==> config.mk <==
export PLATFORM = sky130hd
export DESIGN_NAME = atom_rom_loader
export DESIGN_NICKNAME = d
export VERILOG_FILES = /design/src/rtl/atom_mem_pkg.sv /design/src/rtl/atom_rom_loader.sv
export SDC_FILE = /design/constraint.sdc
export NUM_CORES = 1
export LEC_CHECK = 0
export ABC_AREA = 1
export BUFFER_PORTS_ARGS = -buffer_cell sky130_fd_sc_hd__clkbuf_2
export CAP_MARGIN = 20
export CORE_MARGIN = 4
export CORE_UTILIZATION = 54
export DETAILED_ROUTE_END_ITERATION = 10
export GPL_ROUTABILITY_DRIVEN = 1
export PLACE_DENSITY = 0.85
export RECOVER_POWER = 100
export SLEW_MARGIN = 20
export SYNTH_ARGS = -nofsm -noshare
export SYNTH_HDL_FRONTEND = slang
export SYNTH_SLANG_ARGS = --single-unit
==> constraint.sdc <==
create_clock -name clk_sys -period 3.3 [get_ports clk_sys]
set_input_delay 0.66 -clock clk_sys [delete_from_list [all_inputs] [get_ports clk_sys]]
set_output_delay 0.66 -clock clk_sys [all_outputs]
set_load 0.02 [all_outputs]
==> src/rtl/atom_mem_pkg.sv <==
// Shared Atom memory map constants and the ROM loader state type.
// Slot bases are spram byte addresses.
package atom_mem_pkg;

  localparam logic [17:0] ROM_SLOT7 = 18'h17000;
  localparam logic [17:0] BBC_BASE  = 18'h20000;

  typedef enum logic [2:0] {
    S_IDLE,
    S_ARMED,
    S_WR_LO,
    S_WR_HI,
    S_HOLD
  } ld_state_e;

endpackage

==> src/rtl/atom_rom_loader.sv <==
// ioctl word download into spram as byte pairs.
// Holds the core in reset until the image is resident.
module atom_rom_loader
  import atom_mem_pkg::*;
#(
  parameter logic [7:0]  DL_INDEX  = 8'd1,
  parameter logic [17:0] BASE_ADDR = ROM_SLOT7,
  parameter int          MAX_BYTES = 4096,
  parameter int          HOLD_CYC  = 16
) (
  input  logic        clk_sys,
  input  logic        reset,
  input  logic        ioctl_download,
  input  logic [7:0]  ioctl_index,
  input  logic        ioctl_wr,
  input  logic [24:0] ioctl_addr,
  input  logic [15:0] ioctl_dout,
  output logic        ioctl_wait,
  input  logic [17:0] core_addr,
  input  logic [7:0]  core_din,
  input  logic        core_we,
  output logic [17:0] mem_addr,
  output logic [7:0]  mem_din,
  output logic        mem_we,
  output logic        core_hold,
  output logic        dl_done,
  output logic        dl_overflow
);

  localparam int CW = $clog2(HOLD_CYC + 1);
  localparam logic [CW-1:0] HOLD_LD = CW'(HOLD_CYC);
  localparam logic [24:0]   MAX_OFF = 25'(MAX_BYTES);

  ld_state_e   state_q, state_d;
  logic [CW-1:0] cnt_q, cnt_d;
  logic [24:0] addr_q, addr_d;
  logic [15:0] data_q, data_d;
  logic        ovf_q, ovf_d;

  logic [24:0] off;
  logic        in_win;
  logic        ld_we;
  logic [17:0] ld_addr;
  logic [7:0]  ld_byte;
  logic        is_idle;

  assign off     = (state_q == S_WR_HI) ? addr_q + 25'd1 : addr_q;
  assign in_win  = off < MAX_OFF;
  assign ld_addr = BASE_ADDR + off[17:0];
  assign ld_byte = (state_q == S_WR_HI) ? data_q[15:8]
                                        : data_q[7:0];
  assign is_idle = (state_q == S_IDLE);

  always_ff @(posedge clk_sys) begin
    if (reset) begin
      state_q <= S_IDLE;
      cnt_q   <= '0;
      addr_q  <= '0;
      data_q  <= '0;
      ovf_q   <= 1'b0;
    end else begin
      state_q <= state_d;
      cnt_q   <= cnt_d;
      addr_q  <= addr_d;
      data_q  <= data_d;
      ovf_q   <= ovf_d;
    end
  end

  always_comb begin
    state_d = state_q;
    cnt_d   = cnt_q;
    addr_d  = addr_q;
    data_d  = data_q;
    ovf_d   = ovf_q;
    ld_we   = 1'b0;
    dl_done = 1'b0;
    unique case (state_q)
      S_IDLE: begin
        if (ioctl_download && ioctl_index == DL_INDEX) begin
          state_d = S_ARMED;
          ovf_d   = 1'b0;
        end
      end
      S_ARMED: begin
        if (!ioctl_download) begin
          dl_done = 1'b1;
          cnt_d   = HOLD_LD;
          state_d = S_HOLD;
        end else if (ioctl_wr) begin
          addr_d  = ioctl_addr;
          data_d  = ioctl_dout;
          state_d = S_WR_LO;
        end
      end
      S_WR_LO, S_WR_HI: begin
        // Out-of-window bytes still take their cycle.
        ld_we = in_win;
        if (!in_win) ovf_d = 1'b1;
        state_d = (state_q == S_WR_LO) ? S_WR_HI : S_ARMED;
      end
      S_HOLD: begin
        if (cnt_q <= CW'(1)) begin
          cnt_d   = '0;
          state_d = S_IDLE;
        end else begin
          cnt_d = cnt_q - CW'(1);
        end
      end
      default: state_d = S_IDLE;
    endcase
  end

  assign mem_addr    = is_idle ? core_addr : ld_addr;
  assign mem_din     = is_idle ? core_din  : ld_byte;
  assign mem_we      = is_idle ? core_we   : ld_we;
  assign ioctl_wait  = (state_q == S_WR_LO) || (state_q == S_WR_HI);
  assign core_hold   = !is_idle;
  assign dl_overflow = ovf_q;

endmodule

==> results of run 1 <==
-- cells in the final DEF (no fill, tap or decap), drive strengths merged --
cell	synthesis	final
o22ai	1	1
nand3	49	49
nand4	4	4
buf	6	4
a31oi	13	13
dfxtp	50	50
o21ai	38	38
nor4	2	2
clkbuf	17	117
a211oi	1	1
nor3	1	1
bufinv	0	1
xnor2	1	1
ha	4	4
nand2	152	152
o2111ai	1	1
clkinv	2	4
or2	2	2
a2bb2oi	1	1
inv	45	45
a21oi	48	48
and2	1	1
nor3b	1	1
nor2	57	57
xor2	8	8
nand3b	1	1
-- cell families (layout without fill, tap and decap cells) --
group / count (synthesis) / after routing / synth area share
adder cells (fa/ha/maj): 4 / 4 / 0.01582
XOR/XNOR: 9 / 9 / 0.02730
flip-flops: 50 / 50 / 0.3165
AND/OR/NAND/NOR: 270 / 270 / 0.3841
AO/OA/AOI/OAI: 103 / 103 / 0.1717
buffers and inverters: 70 / 171 / 0.08465
-- path summary, 6_finish.rpt --
path / startpoint / to / cells after the start
hold reg to reg: data_q[12] / data_q[12] / 2
setup reg to reg: state_q[2] / state_q[1] / 7
setup / recovery: state_q[0] / mem_we / 13
hold / removal: data_q[12] / data_q[12] / 2
-- final cells by class --
cell class / count / area (µm²) / share of cell area
Clock buffer: 5 / 68.82 / 0.01797
Clock inverter: 3 / 40.04 / 0.01045
Inverter: 47 / 176.4 / 0.04606
Multi-Input combinational cell: 386 / 1882 / 0.4913
Sequential cell: 50 / 1001 / 0.2614
Tap cell: 72 / 90.09 / 0.02352
Timing Repair Buffer: 116 / 571.8 / 0.1493
-- layer usage --
layer  vias to the layer above  track usage  routed length [µm]
li1                       1849            -                   -
met1                      1644       0.3138                3791
met2                       141       0.4370                4523
met3                        18      0.04612                 680
met4                         0      0.08921                 200
met5                         -            0                   0
-- state kept, by name, indices dropped and copies added, names as in the netlist --
register     flops
addr_q          25
data_q          16
cnt_q            5
state_q          3
dl_overflow      1
-- power by group --
group | switching (mW) | internal [mW]
sequential | 0.000958 | 0.604
clock | 0.210 | 0.223
combinational | 0.0790 | 0.0562
total | 0.290 | 0.883
-- worst max-delay path, delay by kind of cell, from the launching register on --
kind	cells	cell delay [ps]
buffers and inverters	1	230
DFF	1	400
and+or+nand+nor	12	1450
==> results.py, run 1 <==
metrics = {
    "clock_tree": {
        "numCtsBuffers": 5,
        "cts-root-buf": "clkbuf_8",
        "cts_tree": "yes",
        "cts_setup_buffers": 0,
        "clk_pin_slew_worst_paths_ps": 90,
        "cts-hold-fix-buffers": 0,
        "cts.sinks": 50,
        "cts_resized": 0,
        "htreeDepth": 2,
        "worstSkewPairLatency_ps": 310,
        "clock_path_buffers": 2,
    },
    "sta": {
        "fin_ws_ps": 248.5,
        "finalSetupViolCount": 0,
        "slew_headroom": 0.06867,
        "skew_ps": 4.752,
        "slew_violations": 0,
        "whs_ps": 464.5,
        "worst_slew_pin_slew_ps": 1397,
        "fmax_mhz": 327.7,
        "fin_crit_ps": 3052,
        "grt_setup_unrepaired": "false",
        "finalCritPeriodShare": 0.9247,
        "fin_tns_setup_ps": 0,
        "hold_viol": 0,
    },
    "worst_setup_path": {
        "reg2reg_slack_ps": 1180,
        "crit_type": "flop to primary output",
        "start_kind": "flop",
        "cp_data_required_time_ps": 2640,
        "cp_cell_sequence": "nand2_2 -> nor2_8 -> nand2_1 -> nor2_4 -> nand2_1 -> nand2_1 -> nand2_2 -> nor2_1 -> nand2_1 -> nor2_2 -> nand2_2 -> nand2_1 -> clkbuf_1",
        "arrival_ps": 2390,
        "crit_path_max_incr_delay_ps": 400,
        "cp_max_fo": 18,
        "cpMostUsedCell": "nand2_1",
        "crit_slowest_cell": "dfxtp_1",
        "end_kind": "primary output",
    },
    "floorplan": {
        "initial_core_util": 0.5640,
        "fp-row-count": 27,
        "boundaryPins": 111,
        "core_mm2": 0.005608,
        "dieHeight_um": 84.54,
        "die_width_um": 84.54,
        "dieArea_mm2": 0.007146,
    },
    "synthesis": {
        "synth_most_common_cell": "nand2_1",
        "yosysWarnings": 0,
        "synth_area_leader_cell": "dfxtp_1",
        "synth_area_per_cell_um2": 6.251,
        "synthFlopType": "dfxtp_1",
        "syn_area_mm2": 0.003163,
        "ys_ff_latch": 50,
        "synth_area_leaders": "dfxtp_1 (32%), nand2_1 (17%), a21oi_1 (7.6%)",
        "synth_top_area_share": 0.3165,
        "syn_nets": 590,
        "synth-seq-area-share": 0.3165,
        "synth.distinct_cells": 36,
        "synth_edf_count": 0,
        "async_reset_ff_frac": 0,
        "syn_inst": 506,
        "ys_top_cells_by_count": "nand2_1 (146), dfxtp_1 (50), a21oi_1 (48), nor2_1 (48), nand3_1 (46)",
    },
    "global_route": {
        "grt_use_total": 0.2528,
        "antenna_found_initial": 0,
        "grt_pass1_vias": 3365,
        "overflow": 0,
        "grt_max_degree": 41,
        "grt_pass1_wl_um": 14950,
    },
    "run_status": {
        "status": "finished clean",
    },
    "routing": {
        "via_per_inst": 5.378,
        "first_pass_iters": 5,
        "routed_wl_um": 9197,
        "vias": 3652,
        "route.antenna.remaining_nets": 0,
        "drtIter0Drc": 213,
        "wl_per_cell_um": 13.54,
        "drc_errors": 0,
    },
    "layout": {
        "stdcell_count": 679,
        "final_nets": 690,
        "syn2layout_area_growth_pct": 21.08,
        "num_antenna_cells": 0,
        "drive_above_1_share": 0.1944,
        "n_fill_cell": 544,
        "stdcell_area_mm2": 0.003830,
        "fin_util": 0.6830,
    },
    "placed_design": {
        "gp_congestion": 0.9255,
        "dp_hpwl_um": 7011,
        "dp.cells": 671,
        "pre_cts_slack_ps": 585.7,
        "io_buffers": 110,
        "placed_area_mm2": 0.003770,
    },
    "pwr": {
        "power_mw": 1.173,
        "cellLeakagePower_nw": 1.619,
        "irDropWorstVdd_mv": 0.2705,
        "power_density_mw_per_mm2": 306.4,
    },
    "job": {
        "maxCapViolCount": 0,
    },
    "worst_hold_path": {
        "hold_class": "flop to flop",
    },
}
(Power assumes the default switching activity.)
==> run 2, diff against run 1 <==
CORE_UTILIZATION = 35   (was 54)
PLACE_DENSITY = 0.58   (was 0.85)
==> run 2 against run 1 <==
Effect of this change: die area is 49% higher; clock power increased by 19%; design area is 1.9% higher; largest power group unchanged; worst hold slack better by 2.8 ps.
==> results.py, run 2 (synthesized netlist as in run 1, its figures left out) <==
metrics = {
    "run_status": {
        "status": "finished clean",
    },
    "floorplan": {
        "dieArea_mm2": 0.01062,
        "core_mm2": 0.008763,
        "boundaryPins": 111,
        "dieHeight_um": 103.1,
        "initial_core_util": 0.3609,
        "die_width_um": 103.1,
        "fp-row-count": 34,
    },
    "sta": {
        "whs_ps": 467.3,
        "fin_crit_ps": 3050,
        "fmax_mhz": 327.8,
        "fin_tns_setup_ps": 0,
        "skew_ps": 16.64,
        "slew_violations": 0,
        "hold_viol": 0,
        "slew_headroom": 0.1968,
        "finalCritPeriodShare": 0.9244,
        "grt_setup_unrepaired": "false",
        "finalSetupViolCount": 0,
        "worst_slew_pin_slew_ps": 1205,
    },
    "clock_tree": {
        "cts-root-buf": "clkbuf_8",
        "cts_setup_buffers": 0,
        "cts_resized": 0,
        "cts-hold-fix-buffers": 0,
        "cts_tree": "yes",
        "numCtsBuffers": 5,
        "cts.sinks": 50,
        "worstSkewPairLatency_ps": 310,
        "htreeDepth": 2,
        "clock_path_buffers": 2,
        "clk_pin_slew_worst_paths_ps": 100,
    },
    "routing": {
        "routed_wl_um": 9622,
        "via_per_inst": 4.856,
        "route.antenna.remaining_nets": 0,
        "wl_per_cell_um": 13.42,
        "drc_errors": 0,
        "first_pass_iters": 4,
        "vias": 3482,
        "drtIter0Drc": 149,
    },
    "layout": {
        "n_fill_cell": 954,
        "final_nets": 692,
        "syn2layout_area_growth_pct": 23.42,
        "largest_register_ffs": 25,
        "num_antenna_cells": 0,
        "final_common_cell": "nand2_1",
        "stdcell_area_mm2": 0.003904,
        "mostFrequentLayoutCells": "nand2_1 (146), clkbuf_2 (89), nor2_1 (49), dfxtp_1 (49)",
        "fin_util": 0.4455,
        "reg_top3": "addr_q x25, data_q x16, cnt_q x5",
        "top_register": "addr_q",
        "drive_above_1_share": 0.2003,
    },
    "placed_design": {
        "dp_hpwl_um": 7494,
        "placed_area_mm2": 0.003817,
        "io_buffers": 110,
        "gp_congestion": 0.9188,
    },
    "worst_setup_path": {
        "reg2reg_slack_ps": 360,
        "end_kind": "primary output",
        "start_kind": "flop",
        "cp_max_fo": 18,
        "cp_data_required_time_ps": 2640,
        "arrival_ps": 2390,
        "crit_type": "flop to primary output",
    },
    "global_route": {
        "grt_pass1_vias": 3290,
        "grt_use_total": 0.1813,
        "antenna_found_initial": 0,
        "overflow": 0,
        "grt_pass1_wl_um": 15370,
        "grt_max_degree": 40,
    },
    "pwr": {
        "switchingPower_mw": 0.2938,
        "irDropWorstVdd_mv": 0.2151,
        "pwr-share-seq": 0.481,
        "cellLeakagePower_nw": 1.643,
        "power.share.clock": 0.411,
        "switching_share": 0.2334,
        "power_mw": 1.259,
        "p_int_mw": 0.9649,
        "power_density_mw_per_mm2": 322.4,
        "pwr-share-comb": 0.109,
    },
    "worst_hold_path": {
        "hold_class": "flop to flop",
    },
    "job": {
        "maxCapViolCount": 0,
    },
}
[run 2: power groups by stage]
stage	clock network, mW	registers, mW	logic [mW]
floorplan	0	0.619	0.0653
global placement	0	0.619	0.141
detailed placement	0	0.619	0.141
CTS	0.534	0.605	0.142
global route	0.561	0.605	0.152
finish	0.517	0.605	0.137
[run 2: critical path, stage by stage, from the launching register on]
cell      delay (ps)
dfxtp_1          390
nand2_2          110
nor2_8           290
nand3_1          220
inv_1            150
nand3_1           80
nand2_1          130
nand3_1          160
nand2_1          140
nand2_1           60
nand2_1           50
nand3_1           70
nand2_1           90
clkbuf_2         160
[run 2: metal layers]
metal | up-vias | global-route usage | wire, µm
li1 | 1856 | - | -
met1 | 1525 | 0.2355 | 4319
met2 | 91 | 0.3078 | 4587
met3 | 10 | 0.03789 | 596
met4 | 0 | 0.04283 | 119
met5 | - | 0 | 0
[run 2: area by class of cell]
class / instances / area (µm²) / share of cell area
multi-input cells: 386 / 1882 / 0.4821
flip-flops and latches: 50 / 1002 / 0.2567
repair buffers: 118 / 570.5 / 0.1462
clock inverters: 3 / 68.82 / 0.01763
clock buffers: 5 / 68.82 / 0.01763
well taps: 108 / 135.1 / 0.03462
inverters: 47 / 176.4 / 0.04519
[run 2: through the flow]
stage,instances,setup slack [ps]
5_1_grt,717,31.89
2_1_floorplan,506,598.2
3_5_place_dp,709,558.1
3_3_place_gp,709,626.5
4_1_cts,717,224.0
6_report,717,249.6
[run 2: final timing paths]
| kind | to | depth (start not counted) | start |
|---|---|---|---|
| setup reg to reg | addr_q[14] | 8 | state_q[2] |
| hold reg to reg | data_q[13] | 2 | data_q[13] |
| hold / removal | data_q[13] | 2 | data_q[13] |
| setup / recovery | mem_addr[17] | 13 | state_q[0] |
==> run 3, diff against run 2 <==
BUFFER_PORTS_ARGS = -buffer_cell sky130_fd_sc_hd__buf_2   (was -buffer_cell sky130_fd_sc_hd__clkbuf_2)
==> run 3 against run 2 <==
Effect of this change: global-route usage up 0.20 points; critical path depth down 2; maximum frequency up 0.79%; first-iteration DRC count down 17%; clock power down 16%; worst setup slack better by 24 ps; via count up 2.3%; sequential power about the same; worst hold slack better by 4.2 ps.
==> results.py, run 3 (synthesized netlist as in run 1, its figures left out) <==
metrics = {
    "layout": {
        "top_register": "addr_q",
        "final_nets": 690,
        "final_common_cell": "nand2_1",
        "mostFrequentLayoutCells": "nand2_1 (146), buf_2 (84), dfxtp_1 (50)",
        "stdcell_count": 715,
        "reg_top3": "addr_q x25, data_q x16, cnt_q x5",
        "syn2layout_area_growth_pct": 21.99,
        "num_antenna_cells": 0,
        "n_fill_cell": 996,
        "drive_above_1_share": 0.1911,
        "largest_register_ffs": 25,
    },
    "pwr": {
        "power_density_mw_per_mm2": 304.5,
        "switchingPower_mw": 0.2889,
        "power.share.clock": 0.370,
        "irDropWorstVdd_mv": 0.1698,
        "pwr-share-seq": 0.515,
        "p_int_mw": 0.8862,
        "cellLeakagePower_nw": 1.592,
        "pwr-share-comb": 0.115,
        "switching_share": 0.2459,
    },
    "clock_tree": {
        "clk_pin_slew_worst_paths_ps": 90,
        "cts-hold-fix-buffers": 0,
        "cts_tree": "yes",
        "clock_path_buffers": 2,
        "cts-root-buf": "clkbuf_8",
        "cts_setup_buffers": 0,
        "worstSkewPairLatency_ps": 300,
        "cts.sinks": 50,
        "htreeDepth": 2,
        "numCtsBuffers": 5,
        "cts_resized": 0,
    },
    "routing": {
        "drc_errors": 0,
        "vias": 3562,
        "wl_per_cell_um": 13.40,
        "routed_wl_um": 9581,
        "drtIter0Drc": 124,
        "route.antenna.remaining_nets": 0,
        "via_per_inst": 4.982,
        "first_pass_iters": 4,
    },
    "worst_setup_path": {
        "start_kind": "flop",
        "cp_cell_sequence": "nand2_2 -> nor2_8 -> nand2_4 -> nor2_4 -> nand2_1 -> nand2_1 -> nand2_1 -> ha_1 -> or2_2 -> a31oi_1 -> clkbuf_2",
        "arrival_ps": 2370,
        "cpMostUsedCell": "nand2_1",
        "cp_data_required_time_ps": 2640,
        "critPathTopFamily": "simple AND/OR/NAND/NOR gates",
        "crit_type": "flop to primary output",
        "cp_max_fo": 18,
        "end_kind": "primary output",
        "crit_slowest_cell": "dfxtp_1",
        "crit_buf_inv": 1,
        "crit_path_max_incr_delay_ps": 390,
    },
    "sta": {
        "worst_slew_pin_slew_ps": 1049,
        "hold_viol": 0,
        "fin_tns_setup_ps": 0,
        "fin_crit_ps": 3026,
        "slew_violations": 0,
        "fmax_mhz": 330.4,
        "finalSetupViolCount": 0,
        "slew_headroom": 0.3008,
        "finalCritPeriodShare": 0.9171,
        "grt_setup_unrepaired": "false",
        "skew_ps": 8.915,
    },
    "floorplan": {
        "core_mm2": 0.008763,
        "die_width_um": 103.1,
        "dieHeight_um": 103.1,
        "boundaryPins": 111,
        "fp-row-count": 34,
        "dieArea_mm2": 0.01062,
        "initial_core_util": 0.3609,
    },
    "placed_design": {
        "io_buffers": 110,
        "gp_congestion": 0.8905,
        "dp_hpwl_um": 7448,
        "dp.cells": 707,
    },
    "global_route": {
        "overflow": 0,
        "antenna_found_initial": 0,
        "grt_pass1_vias": 3284,
        "grt_max_degree": 32,
        "grt_use_total": 0.1833,
        "grt_pass1_wl_um": 15540,
    },
    "run_status": {
        "status": "finished clean",
    },
    "job": {
        "maxCapViolCount": 0,
    },
    "worst_hold_path": {
        "hold_class": "flop to flop",
    },
}
-- run 3: cell type report --
cell class	count	area, µm²	area share
clock buffer	6	72.57	0.01881
clock inverter	2	37.54	0.009728
inverter	47	176.4	0.04572
multi-input combinational	386	1884	0.4883
sequential	50	1001	0.2594
tap	108	135.1	0.03502
timing repair buffer	116	551.8	0.1430
-- run 3: power groups by stage --
stage               clock, mW  combinational [mW]  sequential (mW)
floorplan                   0              0.0653            0.619
global placement            0               0.140            0.619
detailed placement          0               0.141            0.619
CTS                     0.451               0.142            0.605
global route            0.477               0.150            0.605
finish                  0.435               0.136            0.605
-- run 3: worst reg2reg max path, stage by stage, from the launching register on --
cell      delay [ps]
dfxtp_1          480
inv_1             90
nand3_1          130
nor2_2            50
nand2_1          420
clkbuf_1         840
o21ai_0          250
a21oi_1          170
-- run 3: routing by layer --
metal / GRT usage / wire (µm)
met2: 0.3103 / 4705
met5: 0 / 0
met3: 0.03180 / 621
met1: 0.2400 / 4181
met4: 0.04980 / 72
-- run 3: worst paths after layout --
| path | startpoint | endpoint | slack (ps) | cells after the start |
|---|---|---|---|---|
| setup / recovery | state_q[0] | mem_addr[14] | 270 | 11 |
| hold / removal | data_q[13] | data_q[13] | 470 | 2 |
| setup reg to reg | state_q[2] | addr_q[14] | 810 | 7 |
| hold reg to reg | data_q[13] | data_q[13] | 470 | 2 |
-- run 3: per-stage QoR --
step | hold slack (ps) | total power, mW | worst slack [ps] | area (µm²) | utilization
5_1_grt | 481.8 | 1.232 | 22.60 | 3859 | 0.4403
4_1_cts | 470.9 | 1.198 | 253.0 | 3925 | 0.4479
6_report | 471.5 | 1.175 | 273.5 | 3859 | 0.4403
2_1_floorplan | 440.2 | 0.6841 | 598.2 | 3163 | -
3_3_place_gp | 449.0 | 0.7590 | 638.0 | 3815 | 0.4353
3_5_place_dp | 454.2 | 0.7596 | 573.6 | 3815 | 0.4353
